--- src/rtl/axi_burst_read_master.sv ---
// Single-burst AXI4 read master: one request -> one INCR burst on AR -> beats strobed to the requester.
// Optional response checking (beat counter + read_err port) is enabled by defining AXI_RD_CHECK_EN.
module axi_burst_read_master #(
    parameter int unsigned      ID_W       = 4,
    parameter logic [ID_W-1:0]  AXI_ID     = '0,
    parameter logic [1:0]       BURST_TYPE = 2'b01
) (
    input  logic            clk,
    input  logic            rst,
    // requester side
    input  logic            read_req,
    input  logic [31:0]     read_addr,
    input  logic [7:0]      read_len,
    output logic            read_ready,
    output logic            read_done,
    output logic [31:0]     read_data,
    // AR channel
    output logic [ID_W-1:0] arid,
    output logic [31:0]     araddr,
    output logic [7:0]      arlen,
    output logic [2:0]      arsize,
    output logic [1:0]      arburst,
    output logic            arvalid,
    input  logic            arready,
    // R channel
    input  logic [ID_W-1:0] rid,
    input  logic [31:0]     rdata,
    input  logic [1:0]      rresp,
    input  logic            rlast,
    input  logic            rvalid,
`ifdef AXI_RD_CHECK_EN
    output logic            read_err,
`endif
    output logic            rready
);

    localparam logic [1:0] S_IDLE = 2'd0;
    localparam logic [1:0] S_ADDR = 2'd1;
    localparam logic [1:0] S_DATA = 2'd2;
    localparam logic [1:0] S_DONE = 2'd3;

    logic [1:0]  state_q,      state_d;
    logic        arvalid_q,    arvalid_d;
    logic        rready_q,     rready_d;
    logic [31:0] araddr_q,     araddr_d;
    logic [7:0]  arlen_q,      arlen_d;
    logic        read_ready_q, read_ready_d;
    logic        read_done_q,  read_done_d;
    logic [31:0] read_data_q,  read_data_d;

    logic ar_hs;
    logic r_beat;
    logic req_accept;

    assign ar_hs      = (state_q == S_ADDR) && arvalid_q && arready;
    assign r_beat     = (state_q == S_DATA) && rvalid && rready_q;
    assign req_accept = (state_q == S_IDLE) && read_req;

    always_comb begin
        // NOTE: every variable gets a default first so no path can infer a latch.
        state_d      = state_q;
        arvalid_d    = arvalid_q;
        rready_d     = rready_q;
        araddr_d     = araddr_q;
        arlen_d      = arlen_q;
        read_data_d  = read_data_q;
        read_ready_d = 1'b0;
        read_done_d  = 1'b0;

        case (state_q)
            S_IDLE: begin
                if (read_req) begin
                    araddr_d  = {read_addr[31:2], 2'b00};
                    arlen_d   = read_len;
                    arvalid_d = 1'b1;
                    state_d   = S_ADDR;
                end
            end
            S_ADDR: begin
                if (ar_hs) begin
                    arvalid_d = 1'b0;
                    rready_d  = 1'b1;
                    state_d   = S_DATA;
                end
            end
            S_DATA: begin
                if (r_beat) begin
                    read_data_d  = rdata;
                    read_ready_d = 1'b1;
                    // Only rlast ends the burst; the beat count is never trusted for termination.
                    if (rlast) begin
                        rready_d    = 1'b0;
                        read_done_d = 1'b1;
                        state_d     = S_DONE;
                    end
                end
            end
            S_DONE: begin
                state_d = S_IDLE;
            end
            default: begin
                state_d = S_IDLE;
            end
        endcase
    end

    always_ff @(posedge clk) begin
        // NOTE: sequential state uses non-blocking assignments so every flop samples pre-edge values.
        if (rst) begin
            state_q      <= S_IDLE;
            arvalid_q    <= 1'b0;
            rready_q     <= 1'b0;
            araddr_q     <= '0;
            arlen_q      <= '0;
            read_ready_q <= 1'b0;
            read_done_q  <= 1'b0;
            read_data_q  <= '0;
        end else begin
            state_q      <= state_d;
            arvalid_q    <= arvalid_d;
            rready_q     <= rready_d;
            araddr_q     <= araddr_d;
            arlen_q      <= arlen_d;
            read_ready_q <= read_ready_d;
            read_done_q  <= read_done_d;
            read_data_q  <= read_data_d;
        end
    end

    assign arid       = AXI_ID;
    assign arsize     = 3'b010;
    assign arburst    = BURST_TYPE;
    assign arvalid    = arvalid_q;
    assign araddr     = araddr_q;
    assign arlen      = arlen_q;
    assign rready     = rready_q;
    assign read_ready = read_ready_q;
    assign read_done  = read_done_q;
    assign read_data  = read_data_q;

    // Word alignment discards the byte offset.
    logic unused_addr_lsb;
    assign unused_addr_lsb = ^read_addr[1:0];

`ifdef AXI_RD_CHECK_EN
    logic [7:0] beat_cnt_q, beat_cnt_d;
    logic       err_q,      err_d;
    logic       beat_bad;

    // A beat is bad if its response/ID is wrong or rlast disagrees with the expected final index.
    assign beat_bad = (rresp != 2'b00) || (rid != AXI_ID) || (rlast != (beat_cnt_q == arlen_q));

    always_comb begin
        beat_cnt_d = beat_cnt_q;
        err_d      = err_q;
        if (req_accept) begin
            err_d = 1'b0;
        end
        if (ar_hs) begin
            beat_cnt_d = '0;
        end else if (r_beat) begin
            beat_cnt_d = beat_cnt_q + 8'd1;
            if (beat_bad) begin
                err_d = 1'b1;
            end
        end
    end

    always_ff @(posedge clk) begin
        if (rst) begin
            beat_cnt_q <= '0;
            err_q      <= 1'b0;
        end else begin
            beat_cnt_q <= beat_cnt_d;
            err_q      <= err_d;
        end
    end

    assign read_err = err_q;
`else
    logic unused_resp;
    logic unused_accept;
    assign unused_resp   = ^{rid, rresp};
    assign unused_accept = req_accept;
`endif

endmodule

--- config.mk ---
export PLATFORM = sky130hd
export DESIGN_NAME = axi_burst_read_master
export DESIGN_NICKNAME = d
export VERILOG_FILES = /design/src/rtl/axi_burst_read_master.sv
export SDC_FILE = /design/constraint.sdc
export NUM_CORES = 1
export LEC_CHECK = 0
export BUFFER_PORTS_ARGS = -buffer_cell sky130_fd_sc_hd__clkbuf_2
export CAP_MARGIN = 10
export CORE_MARGIN = 5
export CORE_UTILIZATION = 39
export DETAILED_ROUTE_END_ITERATION = 8
export PLACE_DENSITY_LB_ADDON = 0.05
export SKIP_CTS_REPAIR_TIMING = 1
export SYNTH_ARGS = -nofsm -noshare
export SYNTH_HDL_FRONTEND = slang
export SYNTH_SLANG_ARGS = --single-unit
--- constraint.sdc ---
create_clock -name clk -period 1.4 [get_ports clk]
set_clock_uncertainty 0.05 [all_clocks]
set_input_delay 0.14 -clock clk [delete_from_list [all_inputs] [get_ports clk]]
set_output_delay 0.14 -clock clk [all_outputs]
set_load 0.02 [all_outputs]
==> results_dict.tcl, run 1 <==
set metrics [dict create \
    status "complete, but fails checks" \
    violations "hold timing" \
    n_antenna_cell 0 \
    clkTransAtPathRegs_ns 0.08 \
    final_cell_mix "clkbuf_2 (149), nand2_1 (143), dfxtp_1 (74)" \
    fin_crit_ns 1.343 \
    worst_r2r_path_depth 6 \
    final_net_count 648 \
    route.detailed.vias_per_inst 4.525 \
    wl_met3_um 632 \
    fillCellCount 662 \
    slew_viol_final 0 \
    place.gp.congestion 0.7606 \
    highest-signal-layer "met4" \
    postPlaceCellArea_um2 3636 \
    portBuffers 149 \
    timing.final.crit_share 0.9595 \
    p_leak_uw 0.002059 \
    cp.arrival_ns 1.56 \
    totalWireLength_mm 8.597 \
    num_io_pins 169 \
    highest_achievable_clock_rate_mhz 744.4 \
    fp-row-count 31 \
    start_util 0.3936 \
    synth.yosys.warnings 0 \
    first_pass_iters 4 \
    critical_path_cell_by_cell "buf_4, ha_4, and3_4, clkbuf_16, nand2_1, a21oi_1" \
    post_layout_nonfiller_instances 665 \
    die_height_um 94.87 \
    first_iter_violations 99 \
    syn_avg_cell_area_um2 8.003 \
    critical_path.reg2reg.startpoint "state_q[1]" \
    hold_viol_final 10 \
    core_box_area_um2 7137 \
    grt_first_pass_wirelength_mm 11.36 \
    drt-wirelength-per-cell_um 12.93 \
    post-place-ws_ns -0.03151 \
    setup_viol 0 \
    clock_tree.buffer_depth 2 \
    drc_errors 0 \
    grt_start_max_net_pins 39 \
    worst-setup-path-type "reg2reg" \
    power_density_nw_per_um2 1361 \
    mappedNetlistArea_um2 2809 \
    synth.ff_latch_count 76 \
    min_path_type "in2reg" \
    most_frequent_standard_cell_in_the_layout_excluding_fill_and_tap_cells "clkbuf_2" \
    slowest_stage "dfxtp_4" \
    gr-usage-all-layers 0.1606 \
    timing.hold.worst.start "read_len[3]" \
    ir_drop_v 0.0006174 \
    crit_path_max_fanout 16 \
    grt.overflow.total 0 \
    areaGrowthSynthToFinish_pct 63.65 \
    first_global_vias 2477 \
    multi_input_comb_area_um2 1160 \
    synthesis.instances 351 \
    regToRegEndpoint "read_data[25]" \
    timing.reg2reg.setup_slack_ns 0.06 \
    worstHoldEndpoint "arlen[3]" \
    cts-root-buf "clkbuf_8" \
    timing.final.ws_setup_ns 0.05666 \
    floorplan.die_area_um2 8999 \
    clock_insertion_delay_worst_skew_ns 0.34 \
    place.detailed.instances 584 \
    cap_viol_max_count 0 \
    critical_path_required_ns 1.61 \
    drt.antenna.violating_nets 0 \
    finalInstanceArea_um2 4597 \
    cts.htree.levels 3 \
    met2WireLength_mm 4.272 \
    holdPathStages 3 \
    worst_hold_slack_ns -0.03086 \
    routed_via_count 3009 \
    finalPower_uw 6257 \
    die-width_um 94.87 \
    critPathLaunchType "flop" \
    dpl.hpwl_mm 5.256 \
    cts_buffers 9 \
    setup_repair_after_global_routing_missed_its_margin "true" \
    area_taken_by_flip_flops_and_latches_um2 1526 \
    synth.lib_cells_used.distinct 24 \
    met1_length_mm 3.593 \
    synth_seq_area_share 0.5416 \
    slowest_delay_ns 0.37 \
    drive_above_1_share 0.3392 \
    antenna_found_initial 0 \
    type_of_element_capturing_the_critical_path "flop" \
    cts.sink_count 76 \
    cts_tree "yes" \
]
stage by stage:
| step | setup TNS, ns | hold WS [ns] | util |
|---|---|---|---|
| 2_1_floorplan | 0 | 0.1699 | - |
| 3_3_place_gp | 0 | 0.3103 | 0.5095 |
| 3_5_place_dp | -0.3232 | 0.3147 | 0.5095 |
| 4_1_cts | -1.522 | -0.05988 | 0.5379 |
| 5_1_grt | -0.01930 | -0.002511 | 0.6441 |
| 6_report | 0 | -0.03086 | 0.6441 |
cells in the mapped netlist:
| library cell | n | area (um2) |
|---|---|---|
| buf_1 | 4 | 15.01 |
| nor3_1 | 1 | 5.000 |
| and2_1 | 2 | 12.51 |
| a211oi_2 | 1 | 12.51 |
| and3_1 | 1 | 6.260 |
| a211oi_1 | 1 | 7.510 |
| inv_1 | 4 | 15.01 |
| a221o_1 | 1 | 10.01 |
| nand2_1 | 144 | 540.5 |
| conb_1 | 2 | 7.510 |
| o211ai_1 | 1 | 7.510 |
| a41oi_1 | 1 | 8.760 |
| nand3_1 | 2 | 10.01 |
| nand2b_1 | 2 | 12.51 |
| nor2_1 | 2 | 7.510 |
| mux2i_1 | 1 | 10.01 |
| a21oi_1 | 71 | 355.3 |
| ha_1 | 3 | 37.54 |
| dfxtp_1 | 76 | 1521 |
| buf_6 | 3 | 33.78 |
| buf_4 | 14 | 105.1 |
| clkbuf_1 | 4 | 15.01 |
| buf_2 | 9 | 45.04 |
| a21boi_1 | 1 | 7.510 |
flip-flops by register name (all words and copies together), names as in the netlist:
signal      cells
araddr         30
arvalid         1
arlen           8
state_q         2
read_ready      1
rready          1
read_done       1
read_data      32
layout make-up:
cell class                      instances  share of cell area
Multi-Input combinational cell        246              0.2523
Inverter                                4            0.003811
Sequential cell                        76              0.3321
Clock buffer                           12             0.03375
Tap cell                               99             0.02695
Clock inverter                          4             0.01034
Timing Repair Buffer                  224              0.3408
power by group:
part | leakage (uW) | switching, uW | internal, uW
sequential | 0.000620 | 157 | 2410
clock | 0.000102 | 770 | 916
combinational | 0.00134 | 1120 | 881
total | 0.00206 | 2040 | 4210
critical path, delay by kind of cell (launching register included):
family                     cells  cell delay (ns)
DFF                            1             0.37
buffers and inverters          2             0.30
and+or+nand+nor                2             0.28
adders and majority gates      1             0.15
AOI/OAI and AO/OA              1             0.12
how the worst max path moves through the flow:
stage                     slack, ns       endpoint  cells after the start       start
final                          0.06  read_data[25]                      6  state_q[1]
after global routing          -0.02   read_data[4]                      6  state_q[1]
after CTS                     -0.08     state_q[0]                      5  state_q[1]
after detailed placement      -0.03     state_q[0]                      5  state_q[1]
after global placement         0.01   read_data[9]                      6  state_q[0]
after floorplan                0.03     state_q[0]                      5  state_q[1]
kinds of logic (layout without fill, tap and decap cells):
logic type,count (synthesis),after routing,synth area share
compound gates,77,77,0.1457
fa+ha+maj,3,3,0.01336
buf+inv,38,244,0.08151
flops,76,76,0.5416
mux,1,1,0.003564
other cells,2,11,0.002674
simple gates,154,154,0.2116
layer usage:
layer  global-route usage  vias up
met5                    0        -
met4              0.07332        0
met3              0.05418       10
met2               0.2625      100
met1               0.1899     1373
li1                     -     1526
No activity file was read; power rests on OpenSTA's default activity.
==> run 2, diff against run 1 <==
Settings changed: GPL_TIMING_DRIVEN set to 0.
==> run 2 against run 1 <==
  * The run now ends clean
  * Global-route usage up 0.44 points
  * First-iteration DRC count down 21%
  * Sequential power about the same
  * Clock-buffer cell count down 3
  * Combinational power about the same
  * Sequential share of layout area down 1.2 points
  * Critical path type unchanged
  * Critical endpoint is now read_data[13]
  * Largest cell class unchanged
  * Largest power group unchanged
==> results_dict.tcl, run 2 (synthesis results as in run 1) <==
set metrics [dict create \
    final_cell_mix "clkbuf_2 (150), nand2_1 (142), dfxtp_1 (74)" \
    combPwrFrac 0.336 \
    dpl.hpwl_mm 5.707 \
    highest_achievable_clock_rate_mhz 724.6 \
    timing.final.ws_setup_ns 0.01993 \
    final_net_count 684 \
    postPlaceCellArea_um2 3712 \
    ir_drop_v 0.0005890 \
    fillCellCount 658 \
    hold_viol_final 0 \
    drive_above_1_share 0.3538 \
    cts_buffers 9 \
    timing.final.crit_share 0.9858 \
    die-width_um 94.87 \
    routed_via_count 3082 \
    cts_tree "yes" \
    finalInstanceArea_um2 4767 \
    floorplan.die_area_um2 8999 \
    cts.sink_count 76 \
    grt_start_max_net_pins 14 \
    largest_register_ffs 32 \
    worst-setup-path-type "reg2reg" \
    totalWireLength_mm 8.586 \
    fp-row-count 31 \
    clock_tree.buffer_depth 2 \
    num_io_pins 169 \
    netSwitchingFraction 0.3414 \
    grt_first_pass_wirelength_mm 11.61 \
    drc_errors 0 \
    most_frequent_standard_cell_in_the_layout_excluding_fill_and_tap_cells "clkbuf_2" \
    p_sw_uw 2052 \
    grt_use_met1 0.1949 \
    grt.overflow.total 0 \
    setup_repair_after_global_routing_missed_its_margin "true" \
    areaGrowthSynthToFinish_pct 69.71 \
    p_leak_uw 0.002159 \
    crit_path_max_fanout 10 \
    place.gp.congestion 0.7533 \
    setup_viol 0 \
    drt-wirelength-per-cell_um 12.25 \
    clk_pwr_share 0.239 \
    clkTransAtPathRegs_ns 0.08 \
    met2_usage 0.2683 \
    type_of_element_capturing_the_critical_path "flop" \
    share_seq_of_total_power 0.425 \
    start_util 0.3936 \
    min_path_type "in2reg" \
    drt.antenna.violating_nets 0 \
    die_height_um 94.87 \
    first_global_vias 2565 \
    cts-root-buf "clkbuf_8" \
    cap_viol_max_count 0 \
    core_box_area_um2 7137 \
    fin_crit_ns 1.380 \
    worst_hold_slack_ns 0.03408 \
    power_density_nw_per_um2 1261 \
    critical_path_required_ns 1.56 \
    slew_viol_final 0 \
    portBuffers 149 \
    clock_insertion_delay_worst_skew_ns 0.34 \
    gr-usage-all-layers 0.1650 \
    first_pass_iters 4 \
    global_route.peak_usage_layer "met2" \
    cts.htree.levels 3 \
    critPathLaunchType "flop" \
    met3_usage_in_global_routing 0.05179 \
    post-place-ws_ns -0.1562 \
    n_antenna_cell 0 \
    fin_util 0.6680 \
    status "complete, no violations" \
    antenna_found_initial 0 \
    p_int_uw 3958 \
    first_iter_violations 78 \
    route.detailed.vias_per_inst 4.397 \
    cp.arrival_ns 1.54 \
]
==> run 2: changes by cell type in the layout (fill, tap and decap cells not counted), moves of 2 or more <==
cell	before	now
buf_1	0	4
buf_12	5	0
buf_4	5	17
buf_6	2	8
buf_8	0	2
clkbuf_1	1	3
clkbuf_16	2	0
clkbuf_4	0	3
clkbuf_8	11	9
clkinv_2	2	4
dlygate4sd3_1	61	72
==> run 2: power groups by stage <==
| stage | registers (uW) | logic [uW] | clock network, uW |
|---|---|---|---|
| after floorplan | 2840 | 802 | 0 |
| after global placement | 2570 | 1570 | 0 |
| after detailed placement | 2580 | 1600 | 0 |
| after CTS | 2530 | 1600 | 1490 |
| after global routing | 2580 | 2230 | 1590 |
| final | 2550 | 2020 | 1440 |
==> run 2: worst paths after layout <==
check / start / to / slack [ns] / cells past startpoint
setup / recovery: state_q[1] / read_data[13] / 0.02 / 7
hold / removal: rst / state_q[1] / 0.03 / 3
setup reg to reg: state_q[1] / read_data[13] / 0.02 / 7
hold reg to reg: read_data[14] / read_data[14] / 0.40 / 2
==> run 2: final cells by class <==
cell class	count	area, um2	area share
repair buffers	226	1504	0.3155
clock buffers	9	123.9	0.02598
well taps	99	123.9	0.02598
inverters	4	17.52	0.003675
clock inverters	7	43.79	0.009186
multi-input cells	246	1159	0.2430
plain buffers	34	269.0	0.05643
flip-flops and latches	76	1526	0.3202
==> run 2: through the flow <==
step,cells,TNS (ns),power [uW]
global placement,608,-4.848,4141
finish,701,0,6010
floorplan,360,0,3640
detailed placement,608,-7.056,4183
CTS,624,-7.917,5628
global route,701,-0.4057,6399
==> run 2: critical path, cell delays in order, from the launching register on <==
cell     delay [ns]
dfxtp_2        0.33
buf_4          0.14
ha_4           0.17
and3_4         0.16
buf_6          0.13
buf_8          0.14
nand2_1        0.07
a21oi_1        0.06
==> run 2: layer usage <==
metal | vias to the layer above | wire (um)
li1 | 1594 | -
met1 | 1380 | 3513
met2 | 99 | 4344
met3 | 9 | 621
met4 | 0 | 107
met5 | - | 0
